File: src/rtl/run_sequencer_pkg.sv
// Shared types and default constants for the run sequencer and its BCD comparator.
package run_sequencer_pkg;

    typedef enum logic [1:0] {
        IDLE    = 2'd0,
        RUNNING = 2'd1,
        CRASHED = 2'd2
    } run_state_e;

    localparam int unsigned DEF_INIT_SPEED     = 6;
    localparam int unsigned DEF_MAX_SPEED      = 13;
    localparam int unsigned DEF_ACCEL_FRAMES   = 60;
    localparam int unsigned DEF_RESTART_FRAMES = 30;
    localparam int unsigned DEF_UNITS          = 5;

    localparam int unsigned SPEED_W = 4;
    localparam int unsigned DIGIT_W = 4;

endpackage

File: src/rtl/run_sequencer_bcd_greater.sv
// Combinational unsigned compare of two BCD numbers (index 0 = most significant digit).
module run_sequencer_bcd_greater
    import run_sequencer_pkg::*;
#(
    parameter int unsigned UNITS = DEF_UNITS
) (
    input  logic [UNITS-1:0][DIGIT_W-1:0] a_i,
    input  logic [UNITS-1:0][DIGIT_W-1:0] b_i,
    output logic                          gt_c_o
);

    logic gt_c;
    logic decided_c;

    // The first differing digit, scanning from the MSD, decides the result.
    always_comb begin
        gt_c      = 1'b0;
        decided_c = 1'b0;
        for (int i = 0; i < int'(UNITS); i++) begin
            if (!decided_c && (a_i[i] != b_i[i])) begin
                decided_c = 1'b1;
                gt_c      = (a_i[i] > b_i[i]);
            end
        end
    end

    assign gt_c_o = gt_c;

endmodule

File: src/rtl/run_sequencer.sv
// Game-run controller: starts/stops the distance meter, ramps speed and keeps the session high score.
module run_sequencer
    import run_sequencer_pkg::*;
#(
    parameter int unsigned INIT_SPEED     = DEF_INIT_SPEED,
    parameter int unsigned MAX_SPEED      = DEF_MAX_SPEED,
    parameter int unsigned ACCEL_FRAMES   = DEF_ACCEL_FRAMES,
    parameter int unsigned RESTART_FRAMES = DEF_RESTART_FRAMES,
    parameter int unsigned UNITS          = DEF_UNITS
) (
    input  logic                          clk,
    input  logic                          rst,
    input  logic                          timer_pulse,
    input  logic                          start,
    input  logic                          crash,
    input  logic [UNITS-1:0][DIGIT_W-1:0] digits,
    output logic [SPEED_W-1:0]            speed,
    output logic                          meter_rst,
    output logic [UNITS-1:0][DIGIT_W-1:0] hi_digits,
    output logic                          hi_paint,
    output run_state_e                    state
);

    localparam int unsigned CNT_MAX = (ACCEL_FRAMES > RESTART_FRAMES) ? ACCEL_FRAMES : RESTART_FRAMES;
    localparam int unsigned CNT_W   = $clog2(CNT_MAX + 1);

    run_state_e                    state_q, state_d;
    logic [SPEED_W-1:0]            speed_q, speed_d;
    logic [CNT_W-1:0]              cnt_q, cnt_d;
    logic [UNITS-1:0][DIGIT_W-1:0] hi_q, hi_d;
    logic                          hi_paint_q, hi_paint_d;
    logic                          meter_rst_q, meter_rst_d;
    logic                          start_q;
    logic                          start_armed_q;
    logic                          start_edge_c;
    logic                          hi_gt_c;

    run_sequencer_bcd_greater #(
        .UNITS (UNITS)
    ) u_bcd_greater (
        .a_i    (digits),
        .b_i    (hi_q),
        .gt_c_o (hi_gt_c)
    );

    // start_armed_q masks the first cycle after reset so a key already held is not an edge.
    assign start_edge_c = start_armed_q & start & ~start_q;

    always_ff @(posedge clk or posedge rst) begin
        if (rst) begin
            state_q       <= IDLE;
            speed_q       <= '0;
            cnt_q         <= '0;
            hi_q          <= '0;
            hi_paint_q    <= 1'b0;
            meter_rst_q   <= 1'b0;
            start_q       <= 1'b0;
            start_armed_q <= 1'b0;
        end else begin
            state_q       <= state_d;
            speed_q       <= speed_d;
            cnt_q         <= cnt_d;
            hi_q          <= hi_d;
            hi_paint_q    <= hi_paint_d;
            meter_rst_q   <= meter_rst_d;
            start_q       <= start;
            start_armed_q <= 1'b1;
        end
    end

    always_comb begin
        state_d     = state_q;
        speed_d     = speed_q;
        cnt_d       = cnt_q;
        hi_d        = hi_q;
        meter_rst_d = 1'b0;

        unique case (state_q)
            IDLE: begin
                if (start_edge_c) begin
                    meter_rst_d = 1'b1;
                    speed_d     = SPEED_W'(INIT_SPEED);
                    cnt_d       = '0;
                    state_d     = RUNNING;
                end
            end
            RUNNING: begin
                // Crash wins over any accel step or start edge in the same cycle.
                if (crash) begin
                    speed_d = '0;
                    cnt_d   = '0;
                    state_d = CRASHED;
                    if (hi_gt_c) begin
                        hi_d = digits;
                    end
                end else if (timer_pulse) begin
                    if (cnt_q == CNT_W'(ACCEL_FRAMES - 1)) begin
                        cnt_d   = '0;
                        speed_d = (speed_q >= SPEED_W'(MAX_SPEED)) ? SPEED_W'(MAX_SPEED)
                                                                   : speed_q + SPEED_W'(1);
                    end else begin
                        cnt_d = cnt_q + CNT_W'(1);
                    end
                end
            end
            CRASHED: begin
                if (start_edge_c && (cnt_q >= CNT_W'(RESTART_FRAMES))) begin
                    meter_rst_d = 1'b1;
                    speed_d     = SPEED_W'(INIT_SPEED);
                    cnt_d       = '0;
                    state_d     = RUNNING;
                end else if (timer_pulse && (cnt_q < CNT_W'(RESTART_FRAMES))) begin
                    cnt_d = cnt_q + CNT_W'(1);
                end
            end
            default: begin
                state_d = IDLE;
                speed_d = '0;
                cnt_d   = '0;
            end
        endcase

        hi_paint_d = hi_paint_q | (hi_d != '0);
    end

    assign state     = state_q;
    assign speed     = speed_q;
    assign meter_rst = meter_rst_q;
    assign hi_digits = hi_q;
    assign hi_paint  = hi_paint_q;

endmodule

File: config.mk
export PLATFORM = sky130hd
export DESIGN_NAME = run_sequencer
export DESIGN_NICKNAME = d
export VERILOG_FILES = /design/src/rtl/run_sequencer_pkg.sv /design/src/rtl/run_sequencer_bcd_greater.sv /design/src/rtl/run_sequencer.sv
export SDC_FILE = /design/constraint.sdc
export NUM_CORES = 1
export LEC_CHECK = 0
export BUFFER_PORTS_ARGS = -buffer_cell sky130_fd_sc_hd__buf_4
export CAP_MARGIN = 10
export CORE_ASPECT_RATIO = 1.5
export CORE_MARGIN = 1
export CORE_UTILIZATION = 45
export CTS_CLUSTER_SIZE = 16
export DETAILED_ROUTE_END_ITERATION = 10
export MAX_ROUTING_LAYER = met4
export PLACE_DENSITY = 0.69
export SYNTH_ARGS = -nofsm -noshare
export SYNTH_HDL_FRONTEND = slang
export SYNTH_SLANG_ARGS = --single-unit
File: constraint.sdc
create_clock -name clk -period 4.7 [get_ports clk]
set_clock_uncertainty 0.2 [all_clocks]
set_input_delay 0.235 -clock clk [delete_from_list [all_inputs] [get_ports clk]]
set_output_delay 0.235 -clock clk [all_outputs]
set_load 0.005 [all_outputs]
; Word-level counts from Yosys, hierarchy flattened
; Cells that the tools add are included.
[totals]
reg_bits = 36
out_inout_bits = 28
[classes]
add_sub_neg = 2
n_lt_le_gt_ge = 8
n_eq_ne = 14
muxes = 33
bitwise_logic = 4
n_reduce_logical = 15
[ops]
columns = cell, count
row1 = 20-bit two-way mux, 3
row2 = 6-bit two-way mux, 6
row3 = 4-bit two-way mux, 6
row4 = 4-bit greater-than comparator, 5
row5 = 4-bit inequality test, 5
row6 = 20-bit nonzero test, 1
row7 = 6-bit case mux with 3 select lines, 1
row8 = 4-bit case mux with 3 select lines, 1
row9 = 1-bit two-way mux, 11
row10 = "3-bit inequality test, second input constant", 3
row11 = "6-bit by 1-bit adder with 6-bit output, second input constant", 1
row12 = "6-bit == test, second input constant", 1
row13 = "6-bit by 5-bit greater-or-equal comparator with 1-bit output, second input constant", 1
row14 = 1-bit logical AND, 6
row15 = "6-bit by 5-bit < comparator with 1-bit output, second input constant", 1
row16 = 2-bit two-way mux, 3
row17 = "2-bit inequality test, second input constant", 3
row18 = 2-bit case mux with 3 select lines, 1
row19 = 3-bit AND reduction, 2
row20 = "4-bit by 1-bit adder with 4-bit output, second input constant", 1
row21 = "4-bit greater-or-equal comparator, second input constant", 1
row22 = 1-bit logical NOT, 4
row23 = 4-bit AND reduction, 1
row24 = 1-bit bitwise AND, 2
row25 = other kinds (6), 6

; Depth between registers and ports, before layout
[logic_depth]
ltp_word = 19
ltp_mapped = 9

; Modules after synthesis
; A second synthesis with hierarchy kept.
[hier_totals]
hier_cells = 228
hier_area_um2 = 2338.5
[by_module_without_submodules]
columns = module, instances, cells_per_inst, area_each_um2
row1 = run_sequencer, 1, 157, 1799.2
row2 = run_sequencer_bcd_greater, 1, 71, 539.3

; Worst setup path before layout
; Ideal clock, no wire load.
[synth_path]
kind = flip-flop to flip-flop
start = register hi_q, in the netlist hi_digits[9]
end = register hi_q, in the netlist hi_digits[10]
setup_ns = 0.125
t_arrival_ns = 2.080
slack_ns = 2.295
path_stages_with_launch = 10
period_less_slack_ns = 2.405
path_cell_list = dfrtp_1 -> inv_1 -> ha_1 -> o21ai_0 -> a21oi_1 -> nor3_1 -> o31a_1 -> a211oi_1 -> buf_2 -> mux2_2
[synth_lines]
columns = item, line
row1 = from (decl), run_sequencer.sv:30  ; logic [UNITS-1:0][DIGIT_W-1:0] hi_q, hi_d;
row2 = from (signal assigned), run_sequencer.sv:63  ; hi_q <= hi_d;

==> summary.md <==
| Metric | Value |
|---|---|
| Antenna Violating Nets Remaining | `0` |
| Hold buffers post-CTS | `14` |
| Avg WL per Cell | `14.53 um` |
| Proportion of register bits with asynchronous set or reset after synthesis | `1.000` |
| Half-perimeter wire length after placement | `4219 um` |
| Clock transition time at the flip-flop clock pins of the worst setup and hold paths | `0.07 ns` |
| Die Area | `5381 um2` |
| Outcome | `finished clean` |
| Clock latency reported for the late side of the worst-skew pair | `0.28 ns` |
| First-pass iteration count of the detailed router | `4` |
| Cells along the critical path | `dlygate4sd3_1, buf_4, ha_1, nand2_1, o21ai_0, a221oi_1, a211oi_2, buf_4, mux2_2` |
| Clock tree from TritonCTS | `built` |
| Post-Route Setup TNS | `0 ns` |
| DIE HEIGHT | `89.34 um` |
| Crit path top cell by count | `buf_4` |
| Maximum number of pins on one net before global-route repair | `37` |
| Area share of the largest cell type after synthesis | `0.3937` |
| Total via count in the routed design | `1994` |
| Max Cap Violations | `0` |
| Reg area | `900.9 um2` |
| Leakage power | `1.481 nW` |
| Fraction of final layout cells sized beyond drive strength 1 | `0.2712` |
| Area of the multi-input gates | `1250 um2` |
| Detailed-route vias per instance | `5.360` |
| Global-route congestion overflow total | `0` |
| DR WL met3 | `216 um` |
| Top layer reached by signal wires | `met4` |
| Max Fclk | `0.3212 GHz` |
| Total design power | `1.530 mW` |
| Number of synthesized flops with an enable pin | `0` |
| Family with the most delay on the worst path | `compound AO/OA/AOI/OAI gates` |
| Routability congestion estimate | `0.8082` |
| Met2 Routed Length | `2975 um` |
| Count of buffer and inverter cells on the critical path | `3` |
| Number of instances resized during post-cts repair | `0` |
| Diodes inserted | `0` |
| Synth warn | `0` |
| Crit path capture type | `register` |
| Crit path setup slack, layout | `1.587 ns` |
| Final critical delay including setup and external delays | `3.113 ns` |
| Core footprint | `4848 um2` |
| PortBufs | `52` |
| Number of remaining DRC errors | `0` |
| Peak per-stage delay on the critical path | `0.66 ns` |
| Layout net count | `359` |
| M1 wire length | `2054 um` |
| Unrepaired setup endpoints after global routing | `no` |
| Number of antenna violations at the first check in global routing | `0` |
| Startpoint type of the worst setup path | `primary input` |
| Number of register bits inferred by synthesis | `36` |
| Power density over cell area | `510.7 nW/um2` |
| Post-Synthesis Cells | `234` |
| Classification of the worst-slack hold path | `in2reg` |
| Pre-CTS setup slack | `1.751 ns` |
| Dominant register cell in the synthesized netlist | `dfrtp_1` |
| Die outline width | `60.23 um` |
| Final wirelength | `5407 um` |
| Headroom to the max-slew limit | `0.5148` |
| Critical path start-end classification | `in2reg` |
| Post-synthesis instance area | `2288 um2` |
| Utilization of the core after routing | `0.6178` |
| Number of distinct library cells after synthesis | `41` |
| Max stage delay cell, worst path | `a211oi_2` |
| Wire length of the first global-routing pass | `8707 um` |
| Final-report max-slew violation count | `0` |
| Leading cell types by count after synthesis | `dfrtp_1 (36), inv_1 (33), ha_1 (29)` |
| Count of final hold-check violations | `0` |
| Final number of setup-violating endpoints | `0` |
| Endpoint required time on the critical path | `4.67 ns` |
| Count of routing violations after the opening detailed-route iteration | `58` |
| Placement Rows | `31` |
| CP Data Arrival Time | `3.08 ns` |
| Clock sink count | `36` |
| Final-layout fill cell count | `430` |
| # Post-CTS Setup Buffers | `0` |
| Global Route Usage Sum | `0.2258` |
| Largest cells by area after synthesis | `dfrtp_1 (39%), ha_1 (16%), mux2_2 (9.8%), inv_1 (5.4%), o21ai_0 (2.6%)` |
| Pin slew with the least headroom to its limit | `0.7264 ns` |
| Sequential-to-total area share from yosys stat | `0.3937` |
| Yosys top cell by area | `dfrtp_1` |
| Via count of the first global-routing pass | `1984` |
| Cts bufs inserted | `5` |
| Post-route fraction of the period consumed by the critical path | `0.6623` |
| CTS Buffer Depth | `2` |
| Most frequently used cell type in the post-synthesis netlist | `dfrtp_1` |
| Total I/O pin count | `53` |
| Syn Area/Cell | `9.780 um2` |
| Initial core utilization | `0.4720` |
| Maximum fanout encountered on the critical timing path | `13` |
| Synthesis-to-finish area growth | `30.89%` |
| Max IR drop VDD | `0.3103 mV` |
| Final hold slack | `0.008748 ns` |
| H-Tree Depth | `2` |
| CTS Root Buffer Type | `clkbuf_8` |
| Syn nets | `288` |
cell families (layout without fill, tap and decap cells):
group | after synthesis | in the layout | synth area share
other cells | 1 | 1 | 0.001639
fa+ha+maj | 29 | 29 | 0.1586
simple gates | 60 | 60 | 0.1372
compound gates | 50 | 50 | 0.1438
mux | 21 | 21 | 0.1028
buf+inv | 37 | 109 | 0.06233
flops | 36 | 36 | 0.3937
sequential cells by signal, indices dropped and copies added (netlist names):
register	count
cnt_q	6
start_armed_q	1
meter_rst	1
hi_digits	20
hi_paint	1
state	2
start_q	1
speed	4
stage by stage:
step | std cells | instance area [um2]
after floorplan | 234 | 2288
after global placement | 350 | 2763
after detailed placement | 350 | 2763
after CTS | 372 | 2995
after global routing | 372 | 2995
final | 372 | 2995
metal layers:
metal,GRT usage,up-vias
li1,-,984
met1,0.2229,945
met2,0.4176,51
met3,0.03039,14
met4,0.1121,0
met5,-,-
area by class of cell:
cell class,count,area share
Clock buffer,6,0.02757
Clock inverter,2,0.003342
Inverter,33,0.04135
Multi-Input combinational cell,161,0.4173
Sequential cell,36,0.3008
Tap cell,66,0.02757
Timing Repair Buffer,68,0.1821
layout by cell type, fill, tap and decap left out, types with 2 or more instances in the layout:
cell type | Yosys | layout
o31ai_1 | 3 | 3
a22o_1 | 2 | 2
clkbuf_8 | 0 | 6
o21a_1 | 2 | 2
clkinv_2 | 0 | 2
a211oi_1 | 3 | 2
mux2_2 | 20 | 20
nand4_1 | 8 | 8
o211ai_1 | 2 | 2
a21oi_1 | 11 | 11
nor2b_1 | 3 | 3
a21o_1 | 3 | 3
nor2_1 | 15 | 15
dfrtp_1 | 36 | 36
a31oi_1 | 3 | 3
nor3_1 | 4 | 4
inv_1 | 33 | 33
nor4_1 | 8 | 8
o21ai_0 | 12 | 12
ha_1 | 29 | 29
nand2_1 | 8 | 8
nand3b_1 | 2 | 2
nand2b_1 | 2 | 2
buf_4 | 0 | 54
and3_1 | 2 | 2
nand3_1 | 3 | 3
dlygate4sd3_1 | 0 | 14
path summary, 6_finish.rpt:
path | end | start | slack, ns | cells after the start
setup / recovery | hi_digits[7] | digits[19] | 1.59 | 9
hold / removal | hi_digits[3] | digits[3] | 0.009 | 2
setup reg to reg | hi_digits[7] | hi_digits[10] | 1.74 | 9
hold reg to reg | cnt_q[4] | cnt_q[4] | 0.33 | 1
max in group asynchronous | start_q | rst | 3.56 | 4
min in group asynchronous | hi_digits[8] | rst | 0.41 | 4
power by group:
part	leakage (nW)	internal, mW	total (mW)	switching [mW]
clock network	0.0510	0.117	0.225	0.108
logic	0.981	0.402	0.756	0.354
registers	0.449	0.424	0.548	0.125
total	1.48	0.943	1.53	0.587
Note: power is estimated with default switching activity, not from simulation.
